## src/rtl/button_pkg.sv

```systemverilog
// Shared button indices and timing constants for the push-button conditioning path.
package button_pkg;

  localparam int BTN_A       = 0;
  localparam int BTN_B       = 1;
  localparam int BTN_UP      = 2;
  localparam int BTN_DOWN    = 3;
  localparam int BTN_LEFT    = 4;
  localparam int BTN_RIGHT   = 5;
  localparam int BTN_START   = 6;
  localparam int NUM_BUTTONS = 7;

  // 50 MHz board timing: 10 ms debounce, 0.5 s first repeat, 0.1 s repeat period.
  localparam int DEBOUNCE_CYCLES_50M = 500000;
  localparam int REPEAT_DELAY_50M    = 25000000;
  localparam int REPEAT_PERIOD_50M   = 5000000;

  localparam int DEBOUNCE_CYCLES_SIM = 4;
  localparam int REPEAT_DELAY_SIM    = 10;
  localparam int REPEAT_PERIOD_SIM   = 3;

  localparam logic [NUM_BUTTONS-1:0] REPEAT_MASK_DEFAULT = 7'b0111100;

  function automatic int max_int(input int a, input int b);
    return (a > b) ? a : b;
  endfunction

endpackage

```

## src/rtl/button_channel.sv

```systemverilog
// One button: 2-FF sync, debounce, press pulse and optional auto-repeat.
// Pulse appears DEBOUNCE_CYCLES+2 edges after raw rises; no backpressure, pulses are fire-and-forget.
module button_channel
  import button_pkg::*;
#(
  parameter int DEBOUNCE_CYCLES = DEBOUNCE_CYCLES_50M,
  parameter int REPEAT_DELAY    = REPEAT_DELAY_50M,
  parameter int REPEAT_PERIOD   = REPEAT_PERIOD_50M,
  parameter bit REPEAT_EN       = 1'b0
) (
  input  logic clk,
  input  logic reset,
  input  logic raw,
  output logic held,
  output logic pulse
);

  localparam int DW = $clog2(DEBOUNCE_CYCLES + 1);
  localparam int HW = max_int($clog2(REPEAT_DELAY + 1), $clog2(REPEAT_PERIOD + 1));
  localparam logic [DW-1:0] DB_LAST     = DW'(DEBOUNCE_CYCLES);
  localparam logic [HW-1:0] DELAY_LAST  = HW'(REPEAT_DELAY);
  localparam logic [HW-1:0] PERIOD_LAST = HW'(REPEAT_PERIOD);

  logic          s1_q, s2_q;
  logic          stable_q, stable_d;
  logic [DW-1:0] db_cnt_q, db_cnt_d, db_inc;
  logic [HW-1:0] hold_q, hold_d, hold_inc;
  logic          phase_q, phase_d;
  logic          pulse_q, pulse_d;

  always_comb begin
    stable_d = stable_q;
    db_cnt_d = '0;
    db_inc   = db_cnt_q + 1'b1;
    if (s2_q != stable_q) begin
      if (db_inc == DB_LAST) begin
        stable_d = s2_q;
      end else begin
        db_cnt_d = db_inc;
      end
    end

    hold_d   = hold_q;
    phase_d  = phase_q;
    pulse_d  = 1'b0;
    hold_inc = hold_q + 1'b1;
    if (!stable_d) begin
      hold_d  = '0;
      phase_d = 1'b0;
    end else if (!stable_q) begin
      hold_d  = '0;
      phase_d = 1'b0;
      pulse_d = 1'b1;
    end else if (REPEAT_EN) begin
      // Counter reloads on every repeat, so it never exceeds the larger interval.
      if (hold_inc == (phase_q ? PERIOD_LAST : DELAY_LAST)) begin
        hold_d  = '0;
        phase_d = 1'b1;
        pulse_d = 1'b1;
      end else begin
        hold_d = hold_inc;
      end
    end
  end

  always_ff @(posedge clk) begin
    if (reset) begin
      s1_q     <= 1'b0;
      s2_q     <= 1'b0;
      stable_q <= 1'b0;
      db_cnt_q <= '0;
      hold_q   <= '0;
      phase_q  <= 1'b0;
      pulse_q  <= 1'b0;
    end else begin
      s1_q     <= raw;
      s2_q     <= s1_q;
      stable_q <= stable_d;
      db_cnt_q <= db_cnt_d;
      hold_q   <= hold_d;
      phase_q  <= phase_d;
      pulse_q  <= pulse_d;
    end
  end

  assign held  = stable_q;
  assign pulse = pulse_q;

endmodule

```

## src/rtl/button_conditioner.sv

```systemverilog
// Conditions the seven board buttons into single-cycle press/repeat pulses for the game top level.
// Pulse latency DEBOUNCE_CYCLES+2 edges from raw; no backpressure, any_press is the same-cycle OR.
module button_conditioner
  import button_pkg::*;
#(
  parameter int                     DEBOUNCE_CYCLES = DEBOUNCE_CYCLES_50M,
  parameter int                     REPEAT_DELAY    = REPEAT_DELAY_50M,
  parameter int                     REPEAT_PERIOD   = REPEAT_PERIOD_50M,
  parameter logic [NUM_BUTTONS-1:0] REPEAT_MASK     = REPEAT_MASK_DEFAULT
) (
  input  logic                   clk,
  input  logic                   reset,
  input  logic                   a_raw,
  input  logic                   b_raw,
  input  logic                   up_raw,
  input  logic                   down_raw,
  input  logic                   left_raw,
  input  logic                   right_raw,
  input  logic                   start_raw,
  output logic                   a_button,
  output logic                   b_button,
  output logic                   up_button,
  output logic                   down_button,
  output logic                   left_button,
  output logic                   right_button,
  output logic                   start_button,
  output logic [NUM_BUTTONS-1:0] held,
  output logic                   any_press
);

  logic [NUM_BUTTONS-1:0] raw_vec;
  logic [NUM_BUTTONS-1:0] pulse_vec;

  always_comb begin
    raw_vec            = '0;
    raw_vec[BTN_A]     = a_raw;
    raw_vec[BTN_B]     = b_raw;
    raw_vec[BTN_UP]    = up_raw;
    raw_vec[BTN_DOWN]  = down_raw;
    raw_vec[BTN_LEFT]  = left_raw;
    raw_vec[BTN_RIGHT] = right_raw;
    raw_vec[BTN_START] = start_raw;
  end

  for (genvar i = 0; i < NUM_BUTTONS; i++) begin : g_chan
    button_channel #(
      .DEBOUNCE_CYCLES(DEBOUNCE_CYCLES),
      .REPEAT_DELAY   (REPEAT_DELAY),
      .REPEAT_PERIOD  (REPEAT_PERIOD),
      .REPEAT_EN      (REPEAT_MASK[i])
    ) u_chan (
      .clk  (clk),
      .reset(reset),
      .raw  (raw_vec[i]),
      .held (held[i]),
      .pulse(pulse_vec[i])
    );
  end

  assign a_button     = pulse_vec[BTN_A];
  assign b_button     = pulse_vec[BTN_B];
  assign up_button    = pulse_vec[BTN_UP];
  assign down_button  = pulse_vec[BTN_DOWN];
  assign left_button  = pulse_vec[BTN_LEFT];
  assign right_button = pulse_vec[BTN_RIGHT];
  assign start_button = pulse_vec[BTN_START];
  assign any_press    = |pulse_vec;

endmodule

```

## config.mk

```make
export PLATFORM = sky130hd
export DESIGN_NAME = button_conditioner
export DESIGN_NICKNAME = d
export VERILOG_FILES = /design/src/rtl/button_pkg.sv /design/src/rtl/button_channel.sv /design/src/rtl/button_conditioner.sv
export SDC_FILE = /design/constraint.sdc
export NUM_CORES = 1
export LEC_CHECK = 0
export BUFFER_PORTS_ARGS = -buffer_cell sky130_fd_sc_hd__buf_2
export CAP_MARGIN = 30
export CORE_ASPECT_RATIO = 1.4
export CORE_MARGIN = 4
export CORE_UTILIZATION = 55
export CTS_CLUSTER_DIAMETER = 60
export DETAILED_ROUTE_END_ITERATION = 8
export GPL_TIMING_DRIVEN = 0
export PLACE_DENSITY_LB_ADDON = 0.3
export SYNTH_ARGS = -nofsm -noshare
export SYNTH_HDL_FRONTEND = slang
export SYNTH_SLANG_ARGS = --single-unit
```

## constraint.sdc

```tcl
create_clock -name clk -period 7.3 [get_ports clk]
set_input_delay 1.46 -clock clk [delete_from_list [all_inputs] [get_ports clk]]
set_output_delay 1.46 -clock clk [all_outputs]
set_load 0.02 [all_outputs]
```

==> flow_metrics.py <==
metrics = {
    "clock_tree": {
        "clkLatencyLatePin_ns": 0.55,
        "cts_inserted_buffers": 27,
        "holdBufCountCts": 0,
        "clock_sinks": 265,
        "cts_resized": 0,
        "cts-root-buf": "clkbuf_16",
        "cts_buffer_depth": 3,
        "postCtsSetupRepairBufs": 0,
        "cts_tree": "built",
        "clk_pin_slew_ns": 0.06,
        "cts_max_level": 1,
    },
    "pwr": {
        "power.internal_w": 0.00222,
        "p_leak_nw": 4.87,
        "ir_drop_mv": 0.254,
        "combPwrFrac": 0.007,
        "netSwitchingPower_w": 0.000609,
        "power_density_nw_per_um2": 184,
        "total_power_w": 0.00283,
        "p_clk_frac": 0.479,
        "p_seq_frac": 0.513,
        "switching_share": 0.215,
    },
    "floorplan": {
        "dieArea_um2": 28100,
        "placementRows": 68,
        "start_util": 0.562,
        "core_area_um2": 24900,
        "die_height_um": 197,
        "ios": 24,
        "die_x_um": 143,
    },
    "logic_synthesis": {
        "ys_warn_count": 0,
        "synth_edf_count": 0,
        "syn_nets": 1743,
        "syn_area_um2": 14000,
        "ys_types": 79,
        "synthArstFlopShare": 0,
        "synthFlopType": "dfxtp_1",
        "yosys_register_bits": 265,
        "yosysSeqAreaShare": 0.378,
        "synthCells": 1716,
        "syn_area_per_cell_um2": 8.17,
    },
    "timing": {
        "fin_crit_sh": 0.478,
        "slew_headroom": 0.349,
        "rsz0062_at_grt": "no",
        "worstMarginPinSlew_ns": 0.967,
        "slew_violations": 0,
        "final.setup.tns_ns": 0,
        "setup_viol": 0,
        "min_period_ns": 3.49,
        "fin_skew_ns": 0.0129,
        "hold_viol": 0,
        "fmax_ghz": 0.287,
    },
    "global_route": {
        "grt_pass1_vias": 11300,
        "grt_pass1_wl_um": 50700,
        "antenna_found_initial": 0,
        "overflow": 0,
        "grt_max_degree": 16,
        "grt_usage": 0.207,
    },
    "placement": {
        "io_buffers": 22,
        "dp_hpwl_um": 21300,
        "gp_congestion": 0.914,
    },
    "critical_path": {
        "start_kind": "flip-flop",
        "cp_cell_sequence": "ha_1, nand4_1, nor3_1, a31oi_1, or4_1, or4_4, o21bai_4, buf_6, nor2_1",
        "cpPeakStageDelay_ns": 0.57,
        "critical_path_class": "reg2reg",
        "cp.depth": 9,
        "arrival_ns": 3.92,
        "reg2reg_to": "g_chan[4].u_chan.hold_q[22]$_SDFF_PP0_",
        "crit_family": "simple AND/OR/NAND/NOR gates",
        "crit_start": "g_chan[4].u_chan.hold_q[0]$_SDFF_PP0_",
        "required_ns": 7.73,
        "crit_slowest_cell": "or4_4",
        "end_kind": "flip-flop",
        "rr_worst_depth": 9,
        "r2r_slack_ns": 3.81,
        "rr_startpoint": "g_chan[4].u_chan.hold_q[0]$_SDFF_PP0_",
        "cp_max_fo": 10,
        "endpoint": "g_chan[4].u_chan.hold_q[22]$_SDFF_PP0_",
        "crit_buf_inv": 1,
    },
    "cells_and_area": {
        "regArea_um2": 5310,
        "num_antenna_cells": 0,
        "multiInputGateArea_um2": 8130,
        "fillers": 2208,
        "syn2layout_area_growth_pct": 9.92,
        "fin_nets": 1795,
        "post_route_cells_drive_above_1_share": 0.0850,
    },
    "route": {
        "antenna_left": 0,
        "wl_per_cell_um": 13.9,
        "routed_wl_um": 29300,
        "drc_errors": 0,
        "vias": 12000,
        "drt-vias-per-instance": 5.71,
        "dr.pass1.iters": 5,
        "drt_iter0_drc": 673,
    },
    "status": {
        "status": "finished clean",
    },
    "min_path": {
        "holdCritPathClass": "reg2reg",
    },
    "flow_run": {
        "drv_cap": 0,
    },
}
-- cells by family after synthesis --
logic type,share of synthesized area
simple gates,0.321
flops,0.378
xor+xnor,0.134
compound gates,0.0939
buf+inv,0.0421
mux,0.0145
fa+ha+maj,0.0161
-- sequential cells by signal, summed over array words and instances (netlist names) --
| signal | cells |
|---|---|
| g_chan.u_chan.s1_q | 7 |
| g_chan.u_chan.hold_q | 100 |
| g_chan.u_chan.held | 7 |
| g_chan.u_chan.pulse | 7 |
| g_chan.u_chan.s2_q | 7 |
| g_chan.u_chan.db_cnt_q | 133 |
| g_chan.u_chan.phase_q | 4 |
-- synth_stat cells, drive strengths merged (12+ instances only) --
cell,number,area share
inv,40,0.011
mux2i,17,0.012
nor2,304,0.083
o21ai,36,0.013
nor3b,12,0.0064
clkbuf,46,0.012
dfxtp,265,0.38
and3,44,0.020
nand4,64,0.030
and4,18,0.011
or4,12,0.0070
a21oi,49,0.017
a31oi,23,0.010
xor2,93,0.058
and2,14,0.0062
nand2b,12,0.0054
xnor2,121,0.076
buf,42,0.019
or3,24,0.011
nor2b,24,0.011
nand2,113,0.030
ha,18,0.016
nor4,37,0.017
nand3,113,0.041
nor3,53,0.021
-- stage by stage --
step	hold slack (ns)	cells	setup slack [ns]	cell area (um2)	util
global route	0.463	2104	3.49	15400	0.618
finish	0.439	2104	3.81	15400	0.618
global placement	0.418	2053	3.51	14500	0.583
floorplan	0.414	1716	4.37	14000	-
CTS	0.443	2104	3.78	15400	0.618
detailed placement	0.428	2054	3.57	14500	0.583
-- worst min path at each step --
stage          depth (start not counted)  slack [ns]                             start                               end
2_1_floorplan                          1        0.41  g_chan[0].u_chan.s1_q$_SDFF_PP0_  g_chan[0].u_chan.s2_q$_SDFF_PP0_
3_3_place_gp                           1        0.42  g_chan[3].u_chan.s1_q$_SDFF_PP0_  g_chan[3].u_chan.s2_q$_SDFF_PP0_
3_5_place_dp                           1        0.43  g_chan[1].u_chan.s1_q$_SDFF_PP0_  g_chan[1].u_chan.s2_q$_SDFF_PP0_
4_1_cts                                1        0.44  g_chan[1].u_chan.s1_q$_SDFF_PP0_  g_chan[1].u_chan.s2_q$_SDFF_PP0_
5_1_grt                                1        0.46  g_chan[1].u_chan.s1_q$_SDFF_PP0_  g_chan[1].u_chan.s2_q$_SDFF_PP0_
6_report                               1        0.44  g_chan[0].u_chan.s1_q$_SDFF_PP0_  g_chan[0].u_chan.s2_q$_SDFF_PP0_
-- worst register-to-register path: cells and delay by family (launching register included) --
| kind | cells | cell delay, ns |
|---|---|---|
| buf+inv | 1 | 0.22 |
| compound gates | 2 | 0.45 |
| flops | 1 | 0.45 |
| fa+ha+maj | 1 | 0.34 |
| simple gates | 5 | 1.92 |
-- per-layer routing --
metal | wire length (um) | GRT usage | up-vias
li1 | - | - | 6127
met1 | 12300 | 0.245 | 5583
met2 | 15200 | 0.387 | 229
met3 | 1090 | 0.0228 | 66
met4 | 794 | 0.0634 | 0
met5 | 0 | 0 | -
-- power by group through the flow --
| stage | registers (W) | logic, W | clock network [W] |
|---|---|---|---|
| floorplan | 0.00149 | 0.0000130 | 0 |
| global placement | 0.00149 | 0.0000208 | 0 |
| detailed placement | 0.00149 | 0.0000211 | 0 |
| CTS | 0.00145 | 0.0000211 | 0.00139 |
| global route | 0.00145 | 0.0000231 | 0.00146 |
| finish | 0.00145 | 0.0000205 | 0.00136 |
-- layout make-up --
| class | instances | area share |
|---|---|---|
| multi-input combinational | 1323 | 0.527 |
| clock buffer | 34 | 0.0481 |
| inverter | 40 | 0.00974 |
| clock inverter | 16 | 0.00909 |
| buffer | 88 | 0.0286 |
| tap | 315 | 0.0256 |
| timing repair buffer | 23 | 0.00747 |
| sequential | 265 | 0.344 |
-- cell usage in the layout, fill, tap and decap left out, types with 5 or more instances in the layout --
cell type / count
nor2_2: 7
nor2b_1: 24
and2_1: 14
mux2i_1: 17
dfxtp_1: 265
or4_1: 10
nand3_1: 110
buf_4: 15
clkbuf_16: 27
clkbuf_1: 49
and4_1: 17
ha_1: 18
nor2_1: 296
nor4_1: 35
o21ai_0: 36
nor4b_1: 7
nand2_1: 113
nand4_1: 63
o21a_1: 7
nor3_1: 49
inv_1: 39
and3_1: 44
clkinv_2: 8
o22ai_1: 6
buf_2: 42
nand3b_1: 7
o211ai_1: 7
nand4b_1: 9
a21oi_1: 49
xnor2_1: 121
o21ba_2: 5
nor3b_1: 12
or3_1: 24
xor2_1: 93
a211o_1: 5
a31oi_1: 23
nand2b_1: 12
No activity file was read; power rests on OpenSTA's default activity.
